===== src/rtl/vdc_snd_pkg.sv =====
// Shared constants for the VDC-style sound generator: register map, CTRL
// bit positions, LFSR polynomial and pattern length.
package vdc_snd_pkg;

    localparam logic [1:0] A_SR_HI  = 2'd0;
    localparam logic [1:0] A_SR_MID = 2'd1;
    localparam logic [1:0] A_SR_LO  = 2'd2;
    localparam logic [1:0] A_CTRL   = 2'd3;

    localparam int CTRL_EN    = 7;
    localparam int CTRL_LOOP  = 6;
    localparam int CTRL_FREQ  = 5;
    localparam int CTRL_NOISE = 4;
    localparam int CTRL_VOL_H = 3;
    localparam int CTRL_VOL_L = 0;

    // Right-shifting Fibonacci LFSR, taps 16,14,13,11 map to bits 0,2,3,5
    localparam logic [15:0] LFSR_TAPS = 16'h002D;
    localparam logic [15:0] LFSR_SEED = 16'h0001;

    localparam logic [4:0] PAT_LEN  = 5'd24;
    localparam logic [4:0] PAT_LAST = PAT_LEN - 5'd1;

    function automatic logic lfsr_fb(input logic [15:0] state);
        return ^(state & LFSR_TAPS);
    endfunction

endpackage


===== src/rtl/vdc_snd_lfsr.sv =====
// 16-bit noise LFSR; advances once per processed sound tick and exposes bit 0.
module vdc_snd_lfsr
    import vdc_snd_pkg::*;
(
    input  logic Clk,
    input  logic Reset,
    input  logic step,
    output logic bit0
);

    logic [15:0] lfsr_r;

    // LFSR state register; seeded non-zero so the all-zero lockup state is never entered
    always_ff @(posedge Clk) begin
        if (Reset) begin
            lfsr_r <= LFSR_SEED;
        end else if (step) begin
            lfsr_r <= {lfsr_fb(lfsr_r), lfsr_r[15:1]};
        end else begin
            lfsr_r <= lfsr_r;
        end
    end

    assign bit0 = lfsr_r[0];

endmodule


===== src/rtl/vdc_sound_gen.sv =====
// VideoPac VDC-style sound generator: 24-bit pattern shifter with optional
// noise mix, volume gate, tick prescaler and end-of-pattern IRQ.
module vdc_sound_gen
    import vdc_snd_pkg::*;
#(
    parameter int DIV_FAST = 12800,
    parameter int DIV_SLOW = 51200,
    parameter int PW       = 16
) (
    input  logic       Clk,
    input  logic       Reset,
    input  logic       wr_en,
    input  logic [1:0] wr_addr,
    input  logic [7:0] wr_data,
    output logic [3:0] snd_out,
    output logic       snd_irq,
    output logic       busy
);

    logic [23:0]   sr_r,      sr_n;
    logic [7:0]    ctrl_r,    ctrl_n;
    logic [PW-1:0] presc_r,   presc_n;
    logic [4:0]    bitcnt_r,  bitcnt_n;
    logic          tick_pend_r, tick_pend_n;
    logic [3:0]    snd_out_r, snd_out_n;
    logic          snd_irq_r, snd_irq_n;

    logic          en_s;
    logic          tick_s;
    logic          tick_due_s;
    logic          proc_s;
    logic          lfsr_bit_s;
    logic          pat_bit_s;
    logic [PW-1:0] reload_s;

    assign en_s       = ctrl_r[CTRL_EN];
    assign tick_s     = en_s && (presc_r == {PW{1'b0}});
    assign tick_due_s = tick_s | tick_pend_r;
    // A write always wins the cycle; any due tick is deferred to the next one
    assign proc_s     = tick_due_s & ~wr_en & en_s;
    assign pat_bit_s  = sr_r[0] ^ (ctrl_r[CTRL_NOISE] & lfsr_bit_s);
    assign reload_s   = ctrl_r[CTRL_FREQ] ? PW'(DIV_FAST - 1) : PW'(DIV_SLOW - 1);

    vdc_snd_lfsr u_lfsr (
        .Clk   (Clk),
        .Reset (Reset),
        .step  (proc_s),
        .bit0  (lfsr_bit_s)
    );

    // Next-state logic: prescaler, register writes, tick processing
    always_comb begin
        sr_n        = sr_r;
        ctrl_n      = ctrl_r;
        bitcnt_n    = bitcnt_r;
        tick_pend_n = tick_pend_r;
        snd_out_n   = snd_out_r;
        snd_irq_n   = 1'b0;

        if (!en_s) begin
            presc_n = {PW{1'b0}};
        end else if (tick_s) begin
            presc_n = reload_s;
        end else begin
            presc_n = presc_r - PW'(1);
        end

        if (wr_en) begin
            case (wr_addr)
                A_SR_HI:  sr_n[23:16] = wr_data;
                A_SR_MID: sr_n[15:8]  = wr_data;
                A_SR_LO:  sr_n[7:0]   = wr_data;
                A_CTRL: begin
                    ctrl_n = wr_data;
                    if (!wr_data[CTRL_EN]) begin
                        snd_out_n = 4'h0;
                        presc_n   = {PW{1'b0}};
                    end else if (!en_s) begin
                        // Restart: first tick lands on the very next cycle
                        bitcnt_n = 5'd0;
                        presc_n  = {PW{1'b0}};
                    end else begin
                        bitcnt_n = bitcnt_r;
                    end
                end
                default: sr_n = sr_r;
            endcase
            tick_pend_n = tick_due_s & ctrl_n[CTRL_EN];
        end else if (proc_s) begin
            tick_pend_n = 1'b0;
            snd_out_n   = pat_bit_s ? ctrl_r[CTRL_VOL_H:CTRL_VOL_L] : 4'h0;
            sr_n        = {(ctrl_r[CTRL_LOOP] ? sr_r[0] : 1'b0), sr_r[23:1]};
            if (bitcnt_r == PAT_LAST) begin
                bitcnt_n  = 5'd0;
                snd_irq_n = 1'b1;
                if (!ctrl_r[CTRL_LOOP]) begin
                    ctrl_n[CTRL_EN] = 1'b0;
                end else begin
                    ctrl_n[CTRL_EN] = 1'b1;
                end
            end else begin
                bitcnt_n = bitcnt_r + 5'd1;
            end
        end else if (!en_s) begin
            tick_pend_n = 1'b0;
            snd_out_n   = 4'h0;
        end else begin
            tick_pend_n = tick_pend_r;
        end
    end

    // State and output registers with synchronous reset
    always_ff @(posedge Clk) begin
        if (Reset) begin
            sr_r        <= 24'h000000;
            ctrl_r      <= 8'h00;
            presc_r     <= {PW{1'b0}};
            bitcnt_r    <= 5'd0;
            tick_pend_r <= 1'b0;
            snd_out_r   <= 4'h0;
            snd_irq_r   <= 1'b0;
        end else begin
            sr_r        <= sr_n;
            ctrl_r      <= ctrl_n;
            presc_r     <= presc_n;
            bitcnt_r    <= bitcnt_n;
            tick_pend_r <= tick_pend_n;
            snd_out_r   <= snd_out_n;
            snd_irq_r   <= snd_irq_n;
        end
    end

    assign snd_out = snd_out_r;
    assign snd_irq = snd_irq_r;
    assign busy    = ctrl_r[CTRL_EN];

endmodule


===== config.mk =====
export PLATFORM = sky130hd
export DESIGN_NAME = vdc_sound_gen
export DESIGN_NICKNAME = d
export VERILOG_FILES = /design/src/rtl/vdc_snd_pkg.sv /design/src/rtl/vdc_snd_lfsr.sv /design/src/rtl/vdc_sound_gen.sv
export SDC_FILE = /design/constraint.sdc
export NUM_CORES = 1
export LEC_CHECK = 0
export BUFFER_PORTS_ARGS = -buffer_cell sky130_fd_sc_hd__buf_4
export CAP_MARGIN = 30
export CORE_MARGIN = 10
export CORE_UTILIZATION = 45
export CTS_BUF_LIST = sky130_fd_sc_hd__clkbuf_4 sky130_fd_sc_hd__clkbuf_8
export DETAILED_ROUTE_END_ITERATION = 6
export GPL_ROUTABILITY_DRIVEN = 0
export PLACE_DENSITY = 0.7
export SYNTH_ARGS = -nofsm -noshare
export SYNTH_HDL_FRONTEND = slang
export SYNTH_HIERARCHICAL = 1
export SYNTH_SLANG_ARGS = --single-unit

===== constraint.sdc =====
create_clock -name Clk -period 2.8 [get_ports Clk]
set_input_delay 0.14 -clock Clk [delete_from_list [all_inputs] [get_ports Clk]]
set_output_delay 0.14 -clock Clk [all_outputs]
set_load 0.02 [all_outputs]

# == Word level (Yosys, flattened, before mapping) ==
# Cells that the tools add are included.
# word_totals
regBits,75
in_bits,13
out_inout_bits,6
word_cells,82
# classes
add_sub_neg,2
n_eq_ne,12
mux,35
n_bitwise,8
reduce_logical,14
# op_table
op,count
$mux 16,7
$mux 24,2
$mux 8,5
$mux 5,6
$mux 4,6
$logic_not 16->1,1
$reduce_xor 16->1,1
$sub 16x1->16 const B,1
$ne 2x1->1 const B,5
$reduce_and 2->1,5
$mux 1,9
$add 5x1->5 const B,1
$eq 5x5->1 const B,1
$and 1x1->1,4
$eq 2x2->1 const B,2
$ne 2x2->1 const B,2
$reduce_and 4->1,1
$reduce_bool 2->1,2
$ne 3x2->1 const B,1
$reduce_and 3->1,1
$reduce_or 3->1,1
$eq 2x1->1 const B,1
$logic_not 2->1,1
$not 1->1,2
other kinds (3),3

# == Logic depth before layout (Yosys ltp) ==
# depth
word_depth,8
ltp_mapped,11
depth_no_buf,8

# == Cells and area by module ==
# Netlist, hierarchy kept.
# by_module_without_submodules
module,n_inst,cells_each,area_per_inst_um2,seq_area_each_um2
vdc_sound_gen,1,328,2965.3,1181.1
vdc_snd_lfsr,1,55,594.3,320.3

# == Worst setup path after synthesis ==
# No wires, ideal clock.
# synth_path
kind,reg2reg
from,register presc_r[0]
to,register u_lfsr.lfsr_r[0]
setup_time_ps,120
arrival_time_ps,2028
required_time_ps,2680
setup_slack_ps,652
path_stages_with_launch,11
path_buffers,3
period_less_slack_ps,2148
path_cell_list,dfxtp_1 > inv_1 > ha_1 > and4bb_2 > and4_1 > buf_6 > o21ai_0 > inv_1 > buf_4 > buf_4 > a211o_1
# synth_via
elab_chain_cells,5
# synth_lines
element,line_no,rtl
"start, declared",vdc_sound_gen.sv:22,"logic [PW-1:0] presc_r, presc_n;"
"start signal, assigned",vdc_sound_gen.sv:117,presc_r <= {PW{1'b0}};
"start signal, assigned",vdc_sound_gen.sv:125,presc_r <= presc_n;
$logic_not 16->1,vdc_sound_gen.sv:37,assign tick_s = en_s && (presc_r == {PW{1'b0}});
$logic_and 1x1->1,vdc_sound_gen.sv:37,
$or 1x1->1,vdc_sound_gen.sv:38,assign tick_due_s = tick_s | tick_pend_r;
$and 1x1->1 (2 in a row),vdc_sound_gen.sv:40,assign proc_s = tick_due_s & ~wr_en & en_s;
named net proc_s,vdc_sound_gen.sv:31,logic proc_s;
"end signal, assigned",vdc_snd_lfsr.sv:18,"lfsr_r <= {lfsr_fb(lfsr_r), lfsr_r[15:1]};"
"end signal, assigned",vdc_snd_lfsr.sv:20,lfsr_r <= lfsr_r;
"end, declared",vdc_snd_lfsr.sv:11,logic [15:0] lfsr_r;
# The timed path passes the listed nets, and every way through them passes these cells.
# A chain may end at the register's enable or synchronous reset.

# == Worst setup path in the final report ==
# layout_path
from,register presc_r[7]
to,register u_lfsr.lfsr_r[0]
# The elaborated chain is that of the path after synthesis.

==> flow_summary.json <==
{
  "synth_xor_area_frac": 0.0221,
  "nFillCells": 731,
  "hold_buffers": 0,
  "die-area_mm2": 0.0119,
  "drv_cap": 0,
  "syn_avg_cell_area_um2": 9.29,
  "antennaDiodeCount": 0,
  "synth_most_common_cell": "dfxtp_1",
  "grt_overflow": 0,
  "stdcell_area_mm2": 0.00390,
  "yosys-top-cells-count": "dfxtp_1 (75), nand2_1 (73), mux2i_1 (38)",
  "irDropWorstVdd_v": 0.000245,
  "synth_top_family_by_area": "simple AND/OR/NAND/NOR gates",
  "period_minus_slack_ps": 2320,
  "dp_hpwl_mm": 4.91,
  "status": "completed",
  "path_class": "flop to flop",
  "combPwrFrac": 0.099,
  "synth-compound-area-share": 0.125,
  "setup_tns_ps": 0,
  "drc_errors": 0,
  "die_h_um": 109,
  "post-cts-setup-buffer-count": 0,
  "setup_slack_ps": 482,
  "yosysTopAreaCell": "dfxtp_1",
  "drtPass1Iterations": 4,
  "use_met3": 0.0366,
  "synth_warnings": 6,
  "cts_tree": "built",
  "dpl_cell_area_mm2": 0.00374,
  "slew_viol_final": 0,
  "powerDensity_mw_per_mm2": 515,
  "cts_root_buf": "clkbuf_8",
  "grt_pass1_vias": 2577,
  "synth_edf_count": 0,
  "end_kind": "flop",
  "final_cells": 497,
  "tightestPinTransition_ps": 908,
  "rsz0062_at_grt": "no",
  "maxSlewHeadroom": 0.394,
  "power_mw": 2.01,
  "io_pins": 19,
  "hp-start": "wr_data[0]",
  "met2_usage": 0.198,
  "synthAdderAreaFrac": 0.0105,
  "finalSetupViolCount": 0,
  "synthSimpleGateAreaFrac": 0.196,
  "grt_use_met1": 0.166,
  "netSwitchingFraction": 0.238,
  "grt_busiest_layer": "met2",
  "wire_per_inst_um": 14.5,
  "synth.net_count": 399,
  "path_cells": "nor4_4 > and4_1 > o21ai_0 > inv_1 > nor2b_1 > a211o_1",
  "p_clk_frac": 0.355,
  "drt_wl_total_mm": 7.20,
  "grt_max_degree": 41,
  "synth_area_leaders": "dfxtp_1 (42%), mux2i_1 (11%), nand2_1 (7.7%), mux2_2 (7.0%), a21oi_1 (2.8%)",
  "num_rows": 32,
  "finalCritPeriodShare": 0.828,
  "synth_cells": 383,
  "place_ws_ps": 511,
  "pwr-share-seq": 0.546,
  "insertion_delay_ps": 330,
  "die_w_um": 109,
  "ys_async_sr_fraction": 0,
  "htree_levels": 3,
  "grt_pass1_wl_mm": 12.4,
  "via_per_inst": 5.40,
  "p_sw_mw": 0.478,
  "core-area_mm2": 0.00773,
  "area_growth_pct": 9.63,
  "final_antenna_net_count": 0,
  "cts-buffers-inserted": 9,
  "final-hold-violation-count": 0,
  "crit_buf_inv": 1,
  "max_freq_mhz": 431,
  "io_buffers": 18,
  "track_usage": 0.128,
  "p_leak_nw": 1.58,
  "worstPathRequired_ps": 3020,
  "initial_core_util": 0.461,
  "arrival_ps": 2540,
  "synth_mux_area_frac": 0.181,
  "ys_ff_latch": 75,
  "crit_start": "presc_r[7]",
  "netlist-cell-type-count": 51,
  "clkTransAtPathRegs_ps": 70,
  "worstPathMaxFanout": 20,
  "nets": 410,
  "placedCellCount": 485,
  "startpoint_type": "flop",
  "internal_power_mw": 1.53,
  "synth_ff_type": "dfxtp_1",
  "cts.sinks": 75,
  "fin_skew_ps": 8.22,
  "r2r_start": "presc_r[7]",
  "vias": 2684,
  "drt_iter0_drc": 135,
  "cts.repair.resized": 0,
  "crit_family": "simple AND/OR/NAND/NOR gates",
  "clockBufferDepth": 2,
  "hold_path.class": "input pin to flop",
  "synth_top_area_frac": 0.422,
  "slowest_delay_ps": 690,
  "cpMaxStageDelayCell": "inv_1",
  "syn_area_mm2": 0.00356,
  "antenna_found_initial": 0,
  "yosysSeqAreaShare": 0.422,
  "drive_gt1_frac": 0.180
}
[worst register-to-register path, stage by stage (launching register included)]
cell and delay [ps]:
dfxtp_1 370, nor4_4 410, and4_1 280, o21ai_0 100, inv_1 690, nor2b_1 110
a211o_1 250
[routing by layer]
layer | share of wire | routed length [µm]
met5 | 0 | 0
met4 | 0.011 | 80
met3 | 0.045 | 327
met2 | 0.48 | 3440
met1 | 0.46 | 3340
[cells by family (layout without fill, tap and decap cells)]
| group | count (synthesis) | in the layout |
|---|---|---|
| and+or+nand+nor | 140 | 140 |
| DFF | 75 | 75 |
| AOI/OAI and AO/OA | 62 | 62 |
| muxes | 61 | 61 |
| buffers and inverters | 33 | 45 |
| xor gates and xnor gates | 9 | 9 |
| adders and majority gates | 3 | 3 |
[cell usage in the layout, fill, tap and decap left out, types with 2 or more instances in the layout]
master / netlist / final
a21o_1: 2 / 2
o21ai_0: 6 / 6
xnor2_1: 3 / 3
ha_1: 3 / 3
buf_4: 4 / 23
nand2_1: 73 / 73
dfxtp_1: 75 / 75
a32o_1: 5 / 5
inv_1: 10 / 10
mux2i_1: 38 / 38
nand4b_1: 3 / 3
o31ai_1: 2 / 2
a211oi_2: 2 / 2
nor4b_1: 2 / 2
o22ai_1: 2 / 2
xor2_1: 6 / 6
nand3_1: 6 / 6
nor3_2: 2 / 2
a31oi_1: 4 / 4
a21oi_1: 20 / 20
nor3_1: 6 / 6
nor4_4: 2 / 2
nand3b_1: 3 / 3
nor2b_1: 4 / 4
clkbuf_8: 0 / 11
and3_1: 7 / 7
a211oi_1: 5 / 5
nor2_1: 23 / 23
nand2b_1: 2 / 2
a21oi_4: 3 / 3
mux2_2: 22 / 22
[stage by stage]
step / utilization / hold slack, ps
finish: 0.505 / 79.0
CTS: 0.505 / 64.9
global placement: 0.484 / 422
floorplan: - / 276
detailed placement: 0.484 / 433
global route: 0.505 / 79.3
[worst paths after layout]
kind / end / slack, ps / cells after the start
setup reg to reg: u_lfsr/lfsr_r[0] / 480 / 6
hold / removal: ctrl_r[0] / 80 / 3
setup / recovery: u_lfsr/lfsr_r[0] / 480 / 6
hold reg to reg: sr_r[18] / 460 / 2
[cell type report]
cell class,instances,area [µm²],area share
clock buffer,12,159,0.0407
inverter,10,37.5,0.00962
multi-input combinational,275,1900,0.488
sequential,75,1500,0.385
tap,102,128,0.0327
timing repair buffer,23,173,0.0442
[flip-flops by register name, summed over array words and instances, names as in the netlist]
| register | count |
|---|---|
| u_lfsr/lfsr_r | 16 |
| sr_r | 24 |
| snd_irq | 1 |
| ctrl_r | 8 |
| tick_pend_r | 1 |
| bitcnt_r | 5 |
| snd_out | 4 |
| presc_r | 16 |
[power groups by stage]
stage          logic [mW]  registers [mW]  clock network (mW)
3_5_place_dp        0.198            1.12                   0
6_report            0.198            1.10               0.713
3_3_place_gp        0.194            1.12                   0
4_1_cts             0.199            1.10               0.738
5_1_grt             0.221            1.10               0.787
2_1_floorplan       0.151            1.12                   0
No activity file was read; power rests on OpenSTA's default activity.
